### config.mk
export PLATFORM = sky130hd
export DESIGN_NAME = ch_readout_serializer_flat
export DESIGN_NICKNAME = d
export VERILOG_FILES = /design/src/rtl/ch_readout_serializer_if.sv /design/src/rtl/ch_readout_serializer.sv /design/src/flat_wrapper.sv
export SDC_FILE = /design/constraint.sdc
export NUM_CORES = 1
export LEC_CHECK = 0
export ABC_AREA = 0
export ABC_CLOCK_PERIOD_IN_PS = 4530
export CAP_MARGIN = 20
export CORE_UTILIZATION = 50
export DETAILED_ROUTE_END_ITERATION = 12
export GPL_TIMING_DRIVEN = 0
export PLACE_DENSITY = 0.83
export SKIP_CTS_REPAIR_TIMING = 1
export SLEW_MARGIN = 20
export SYNTH_ARGS = -nofsm -noshare
export SYNTH_HDL_FRONTEND = slang
export SYNTH_SLANG_ARGS = --single-unit
export TNS_END_PERCENT = 100
### constraint.sdc
create_clock -name clk -period 4.53 [get_ports clk]
set_input_delay 1.359 -clock clk [delete_from_list [all_inputs] [get_ports clk]]
set_output_delay 1.359 -clock clk [all_outputs]
set_load 0.005 [all_outputs]
### src/rtl/ch_readout_serializer_if.sv
// Readout bus between the channel controller / SPI slave side and the serializer.
// master drives capture data and shift strobes; slave returns the serial stream.
interface ch_readout_serializer_if #(
  parameter int CNT_W  = 8,
  parameter int N_CNT  = 5,
  parameter int TRIG_W = 8
);
  logic [3:0]             state;
  logic [1:0]             smode;
  logic [N_CNT*CNT_W-1:0] cnt_flat;
  logic [TRIG_W-1:0]      trig_cnt;
  logic                   shift_en;
  logic                   sdo;
  logic                   busy;
  logic                   done;

  modport master (
    output state, smode, cnt_flat, trig_cnt, shift_en,
    input  sdo, busy, done
  );

  modport slave (
    input  state, smode, cnt_flat, trig_cnt, shift_en,
    output sdo, busy, done
  );
endinterface

### src/rtl/ch_readout_serializer.sv
// Per-channel readout transmitter: snapshots counters on READOUT entry and shifts an MSB-first frame.
// Optional trailing even-parity bit enabled by defining READOUT_PARITY_EN.
module ch_readout_serializer #(
  parameter int CNT_W  = 8,
  parameter int N_CNT  = 5,
  parameter int TRIG_W = 8
) (
  input  logic                  clk,
  input  logic                  rstn,
  ch_readout_serializer_if.slave bus
);

  localparam logic [3:0] STATE_INIT    = 4'd0;
  localparam logic [3:0] STATE_READOUT = 4'd10;

  localparam int DATA_W = 4 + N_CNT * CNT_W + TRIG_W;
`ifdef READOUT_PARITY_EN
  localparam int FRAME_LEN = DATA_W + 1;
`else
  localparam int FRAME_LEN = DATA_W;
`endif
  localparam int CW = $clog2(FRAME_LEN + 1);

  typedef enum logic [1:0] {IDLE, SHIFT, FINISH} fsm_t;

  fsm_t                 fsm_reg;
  logic [3:0]           state_q_reg;
  logic [FRAME_LEN-1:0] shreg_reg;
  logic [CW-1:0]        bit_cnt_reg;
  logic                 sdo_reg;
  logic                 busy_reg;
  logic                 done_reg;

  // Counter A travels first, so reorder the flat bus with bank A in the top slice.
  logic [N_CNT*CNT_W-1:0] cnt_msbf;
  genvar gi;
  generate
    for (gi = 0; gi < N_CNT; gi++) begin : g_cnt_order
      assign cnt_msbf[(N_CNT-1-gi)*CNT_W +: CNT_W] = bus.cnt_flat[gi*CNT_W +: CNT_W];
    end
  endgenerate

  logic [DATA_W-1:0]    frame_data;
  logic [FRAME_LEN-1:0] frame_load;
  logic                 load_edge;

  assign frame_data = {2'b10, bus.smode, cnt_msbf, bus.trig_cnt};
`ifdef READOUT_PARITY_EN
  assign frame_load = {frame_data, ^frame_data};
`else
  assign frame_load = frame_data;
`endif
  assign load_edge = (state_q_reg != STATE_READOUT) && (bus.state == STATE_READOUT);

  always_ff @(posedge clk or negedge rstn) begin
    if (!rstn) begin
      fsm_reg     <= IDLE;
      state_q_reg <= STATE_INIT;
      shreg_reg   <= '0;
      bit_cnt_reg <= '0;
      sdo_reg     <= 1'b0;
      busy_reg    <= 1'b0;
      done_reg    <= 1'b0;
    end else begin
      state_q_reg <= bus.state;
      done_reg    <= 1'b0;
      // A new READOUT entry always wins: it restarts the frame and swallows any strobe.
      if (load_edge) begin
        fsm_reg     <= SHIFT;
        shreg_reg   <= frame_load;
        bit_cnt_reg <= '0;
        sdo_reg     <= frame_load[FRAME_LEN-1];
        busy_reg    <= 1'b1;
      end else begin
        case (fsm_reg)
          SHIFT: begin
            if (bus.state == STATE_INIT) begin
              fsm_reg     <= IDLE;
              shreg_reg   <= '0;
              bit_cnt_reg <= '0;
              sdo_reg     <= 1'b0;
              busy_reg    <= 1'b0;
            end else if (bus.shift_en) begin
              shreg_reg   <= {shreg_reg[FRAME_LEN-2:0], 1'b0};
              bit_cnt_reg <= bit_cnt_reg + CW'(1);
              if (bit_cnt_reg == CW'(FRAME_LEN - 1)) begin
                fsm_reg  <= FINISH;
                sdo_reg  <= 1'b0;
                busy_reg <= 1'b0;
                done_reg <= 1'b1;
              end else begin
                sdo_reg <= shreg_reg[FRAME_LEN-2];
              end
            end
          end
          FINISH: begin
            fsm_reg <= IDLE;
          end
          default: begin
            fsm_reg <= IDLE;
          end
        endcase
      end
    end
  end

  assign bus.sdo  = sdo_reg;
  assign bus.busy = busy_reg;
  assign bus.done = done_reg;

endmodule

### src/flat_wrapper.sv
// flat-port wrapper written by rule: the top's interface ports become plain ports
module ch_readout_serializer_flat 
#(
  parameter int CNT_W  = 8,
  parameter int N_CNT  = 5,
  parameter int TRIG_W = 8
)
  (clk, rstn, bus_state, bus_smode, bus_cnt_flat, bus_trig_cnt, bus_shift_en, bus_sdo, bus_busy, bus_done);
  ch_readout_serializer_if #(.CNT_W(CNT_W), .N_CNT(N_CNT), .TRIG_W(TRIG_W)) bus_i ();
  input  logic clk;
  input  logic rstn;
  input wire logic [$bits(bus_i.state)-1:0] bus_state;
  input wire logic [$bits(bus_i.smode)-1:0] bus_smode;
  input wire logic [$bits(bus_i.cnt_flat)-1:0] bus_cnt_flat;
  input wire logic [$bits(bus_i.trig_cnt)-1:0] bus_trig_cnt;
  input wire logic [$bits(bus_i.shift_en)-1:0] bus_shift_en;
  output wire logic [$bits(bus_i.sdo)-1:0] bus_sdo;
  output wire logic [$bits(bus_i.busy)-1:0] bus_busy;
  output wire logic [$bits(bus_i.done)-1:0] bus_done;
  assign bus_i.state = bus_state;
  assign bus_i.smode = bus_smode;
  assign bus_i.cnt_flat = bus_cnt_flat;
  assign bus_i.trig_cnt = bus_trig_cnt;
  assign bus_i.shift_en = bus_shift_en;
  assign bus_sdo = bus_i.sdo;
  assign bus_busy = bus_i.busy;
  assign bus_done = bus_i.done;
  ch_readout_serializer #(.CNT_W(CNT_W), .N_CNT(N_CNT), .TRIG_W(TRIG_W)) u_core (.clk(clk), .rstn(rstn), .bus(bus_i));
endmodule
## Word level (Yosys, flattened, before mapping)

Index checks and enable logic that the tools add are counted.

| storage, ports and cells | value |
|---|---|
| logic and storage cells | 50 |
| register bits after elaboration | 66 |

| operators by class | value |
|---|---|
| reductions and logical operators | 8 |
| muxes and demuxes | 28 |
| equality and inequality tests | 6 |
| $add $sub $neg | 1 |

Operator list:

| kind | number |
|---|---|
| 51-bit 2-to-1 mux | 4 |
| 6-bit 2-to-1 mux | 4 |
| 1-bit 2-to-1 mux | 15 |
| 2-bit 2-to-1 mux | 5 |
| 6-bit by 1-bit adder with 6-bit output (second input constant) | 1 |
| 6-bit == test (second input constant) | 1 |
| 3-bit nonzero test | 2 |
| 4-bit == test (second input constant) | 1 |
| 4-bit logical NOT | 1 |
| 4-bit by 1-bit != test with 1-bit output (second input constant) | 1 |
| 4-bit by 2-bit != test with 1-bit output (second input constant) | 1 |
| 4-bit != test (second input constant) | 1 |
| 2-bit AND reduction | 2 |
| 3-bit AND reduction | 1 |
| 2-bit by 1-bit == test with 1-bit output (second input constant) | 1 |
| 2-bit nonzero test | 1 |
| 1-bit logical AND | 1 |

## Longest topological paths before layout

| depth | value |
|---|---|
| depth after elaboration | 6 |
| gate-level depth with buffers | 7 |
| gate-level depth less buffers | 5 |

## Worst setup path before layout

OpenSTA, ideal clock, no wires.

| timing path | value |
|---|---|
| kind | input port to flip-flop |
| start | input port bus_state[0] |
| end | register u_core.shreg_reg[17] |
| path slack | 1.754 ns |
| buffers on the path | 1 |
| data arrival time | 2.650 ns |
| setup time | 0.126 ns |
| stages on the path | 5 |
| data required time | 4.404 ns |
| cell sequence | or4_4 a21boi_4 nor2_4 buf_6 a221o_1 |

| between the ends | value |
|---|---|
| cells in the longest elaborated chain, start to end | 4 |
| elaborated cells on any way between the ends | 9 |
| classes of those cells | 1 x eq/ne; 3 x mux; 5 x reduce/logical |

Ends and longest elaborated chain:

| element | line | text |
|---|---|---|
| from (decl) | flat_wrapper.sv:12 | `input wire logic [$bits(bus_i.state)-1:0] bus_state;` |
| 4-bit == test / 4-bit logical NOT (equally long branches) | ch_readout_serializer.sv:53, ch_readout_serializer.sv:77 |  |
| 1-bit logical AND / 51-bit 2-to-1 mux (equally long branches) | ch_readout_serializer.sv:53, ch_readout_serializer.sv:77 |  |
| 3-bit nonzero test (no source line), or another cell as far along | - |  |
| 2-bit AND reduction (no source line) / 51-bit 2-to-1 mux (equally long branches) | - |  |
| to (signal assigned) | ch_readout_serializer.sv:70 | `shreg_reg <= frame_load;` |
| to (signal assigned) | ch_readout_serializer.sv:84 | `shreg_reg <= {shreg_reg[FRAME_LEN-2:0], 1'b0};` |
| to (decl) | ch_readout_serializer.sv:28 | `logic [FRAME_LEN-1:0] shreg_reg;` |

Several ways; a longest one is shown, not always the timed one. The select of a mux whose other input is x is not followed.
A chain may end at the register's enable or synchronous reset.

## Final worst setup path

| timing path | value |
|---|---|
| start | input port bus_state[0] |
| end | register u_core.shreg_reg[12] |

Same word-level chain as after synthesis.

==> impl_metrics.csv <==
group,metric,value,unit
layout,area_growth,30.93,%
critical_path,rrSetupSlack,2.49,ns
hold_path,hold_class,"reg2reg",
critical_path,cp.required,4.80,ns
global_route,antenna_found_initial,0,
timing,period_needed,3.255,ns
cts,cts_buffers,9,
timing,slew_violations,0,
routing,drc,0,
timing,setup_tns,0,ns
die,dieArea,6243,sq um
layout,diodes,0,
critical_path,path_max_fanout,10,
timing,fmax,307.2,MHz
placed_design,placed_cells,363,
timing,setup_violations,0,
critical_path,crit_type,"in2reg",
layout,largest_reg_flops,51,
critical_path,max_stage_delay,0.62,ns
cts,cts_buffer_depth,2,
die,row_count,27,
timing,slew_headroom,0.6001,
placed_design,io_buffers,59,
die,die_w,79.01,um
synthesis,syn_nets,289,
placed_design,hpwl,4152,um
critical_path,cp-end-kind,"flip-flop",
critical_path,cp_num_buf_inv,2,
critical_path,crit_chain,"clkdlybuf4s50_1, nor4_4, o21ai_2, nor3_4, buf_6, a221o_1",
routing,wl_per_cell,15.72,um
timing,rsz0062_at_grt,"no",
cts,cts_sinks,66,
critical_path,crit_path_top_delay_cell,"nor4_4",
layout,final_layout_size_suffix_gt1_frac,0.1303,
timing,finalCritPeriodShare,0.7186,
synthesis,yosysUniqueCellTypes,33,
critical_path,cp.arrival,3.53,ns
power_and_ir_drop,leakage,0.001717,uW
routing,vias_per_cell,5.749,
flow_run,drv_cap,0,
power_and_ir_drop,finalPower,1935,uW
timing,hold_violations,0,
layout,final_nets,360,
global_route,grt_overflow,0,
layout,instances_no_fill,379,
synthesis,ys_ff_latch,66,
power_and_ir_drop,power_density,498.5,nW/um^2
power_and_ir_drop,irDropWorstVdd,0.0002488,V
global_route,grt_pass1_wl,10050,um
cts,cts_tree,"yes",
critical_path,start_kind,"primary input",
synthesis,syn_area,2965,sq um
die,initial_utilization,0.5288,
critical_path,crit_family,"simple AND/OR/NAND/NOR gates",
synthesis,avgSynthCellArea,12.84,sq um
placed_design,gp_congestion,0.7951,
global_route,grtUsageTotal,0.2141,
synthesis,seq_area_frac_synth,0.5570,
synthesis,synth_top_area_frac,0.5570,
routing,ant_nets,0,
cts,clk_latency,0.34,ns
timing,tightest_slew,0.5953,ns
routing,first_pass_iters,4,
cts,htree_levels,3,
die,core,5608,sq um
cts,cts.clk_slew.worst_paths,0.07,ns
synthesis,yosys.area.top_type,"dfrtp_1",
status,status,"complete, no violations",
routing,wirelength,5956,um
cts,cts-root-buf,"clkbuf_8",
global_route,grt_pass1_vias,2075,
synthesis,synth.area.top_cells,"dfrtp_1, a221o_1, and2_1",
timing,skew,0.008985,ns
routing,vias,2179,
die,boundaryPins,60,
routing,drt_iter0_drc,133,
synthesis,yosysWarningCount,0,
global_route,grt_max_degree,38,
synthesis,netlist_instances,231,
die,fp.dieH,79.01,um
-- cells by family (layout without fill, tap and decap cells) --
group	after synthesis	count (layout)	share of synthesized area
mux	1	1	0.003376
buf+inv	19	95	0.05232
flops	66	66	0.5570
fa+ha+maj	1	1	0.004219
compound gates	64	64	0.2080
simple gates	80	80	0.1751
-- cell type report --
class	count	area (sq um)
fillers	440	1725
flip-flops and latches	66	1652
multi-input cells	146	1159
repair buffers	60	608.1
plain buffers	17	147.6
clock buffers	11	141.4
well taps	72	90.09
clock inverters	5	77.57
inverters	2	7.507
-- synth_stat cells, drive strengths merged --
| cell type | n |
|---|---|
| nand4bb | 1 |
| nand4b | 1 |
| a221o | 51 |
| a21oi | 2 |
| a211o | 1 |
| a32o | 1 |
| a22o | 3 |
| or4 | 1 |
| nor2 | 8 |
| ha | 1 |
| buf | 12 |
| or2 | 1 |
| nand4 | 1 |
| nor3 | 3 |
| a21boi | 1 |
| and2 | 49 |
| dfrtp | 66 |
| nor4 | 3 |
| and2b | 1 |
| nand3 | 3 |
| o21ai | 5 |
| and4 | 3 |
| clkbuf | 5 |
| mux2i | 1 |
| nor2b | 1 |
| nand2 | 4 |
| inv | 2 |
-- worst register-to-register path, stage by stage, from the launching register on --
cell and delay [ns]:
dfrtp_1 0.36, nand4bb_1 0.23, and4_1 0.22, buf_2 0.16, clkbuf_1 0.24, clkbuf_1 0.25, and2_1 0.20, a221o_1 0.27
-- cells in the final DEF, fill, tap and decap left out, types with 4 or more instances in the layout --
cell | netlist | final
buf_6 | 11 | 11
nand2_1 | 4 | 4
and2_1 | 49 | 49
nor2_1 | 7 | 7
o21ai_0 | 4 | 4
clkdlybuf4s50_1 | 0 | 58
dfrtp_1 | 66 | 66
clkbuf_8 | 0 | 10
clkbuf_1 | 5 | 6
a221o_1 | 48 | 48
-- final timing paths --
kind                                       startpoint              endpoint  cells after the start
worst max-delay path                     bus_state[0]  u_core.shreg_reg[12]                      6
worst min-delay path                   u_core.bus.sdo        u_core.bus.sdo                      2
worst max register to register  u_core.state_q_reg[0]  u_core.shreg_reg[12]                      7
worst min register to register         u_core.bus.sdo        u_core.bus.sdo                      2
max in group asynchronous                        rstn  u_core.shreg_reg[50]                      2
min in group asynchronous                        rstn     u_core.fsm_reg[0]                      1
-- report_power, final --
group / total [uW] / leakage [uW] / internal (uW) / switching (uW)
clock network: 541 / 0.000109 / 323 / 217
logic: 448 / 0.000767 / 282 / 165
registers: 947 / 0.000841 / 807 / 140
total: 1940 / 0.00172 / 1410 / 522
-- per-stage QoR --
step / setup WS, ns / area (sq um) / utilization / hold slack (ns)
3_3_place_gp: 0.02799 / 3646 / 0.6502 / 0.4808
2_1_floorplan: 1.754 / 2965 / - / 0.4655
4_1_cts: 1.276 / 3882 / 0.6923 / 0.5028
5_1_grt: 1.105 / 3882 / 0.6923 / 0.5332
6_report: 1.275 / 3882 / 0.6923 / 0.5044
3_5_place_dp: 0.9356 / 3664 / 0.6533 / 0.4876
-- per-layer routing --
layer / track usage / wire [um] / vias to the layer above
met5: 0 / 0 / -
met4: 0.1200 / 112 / 0
met3: 0.04023 / 244 / 7
met2: 0.3147 / 2807 / 53
met1: 0.2980 / 2792 / 1090
li1: - / - / 1029
(Power assumes the default switching activity.)
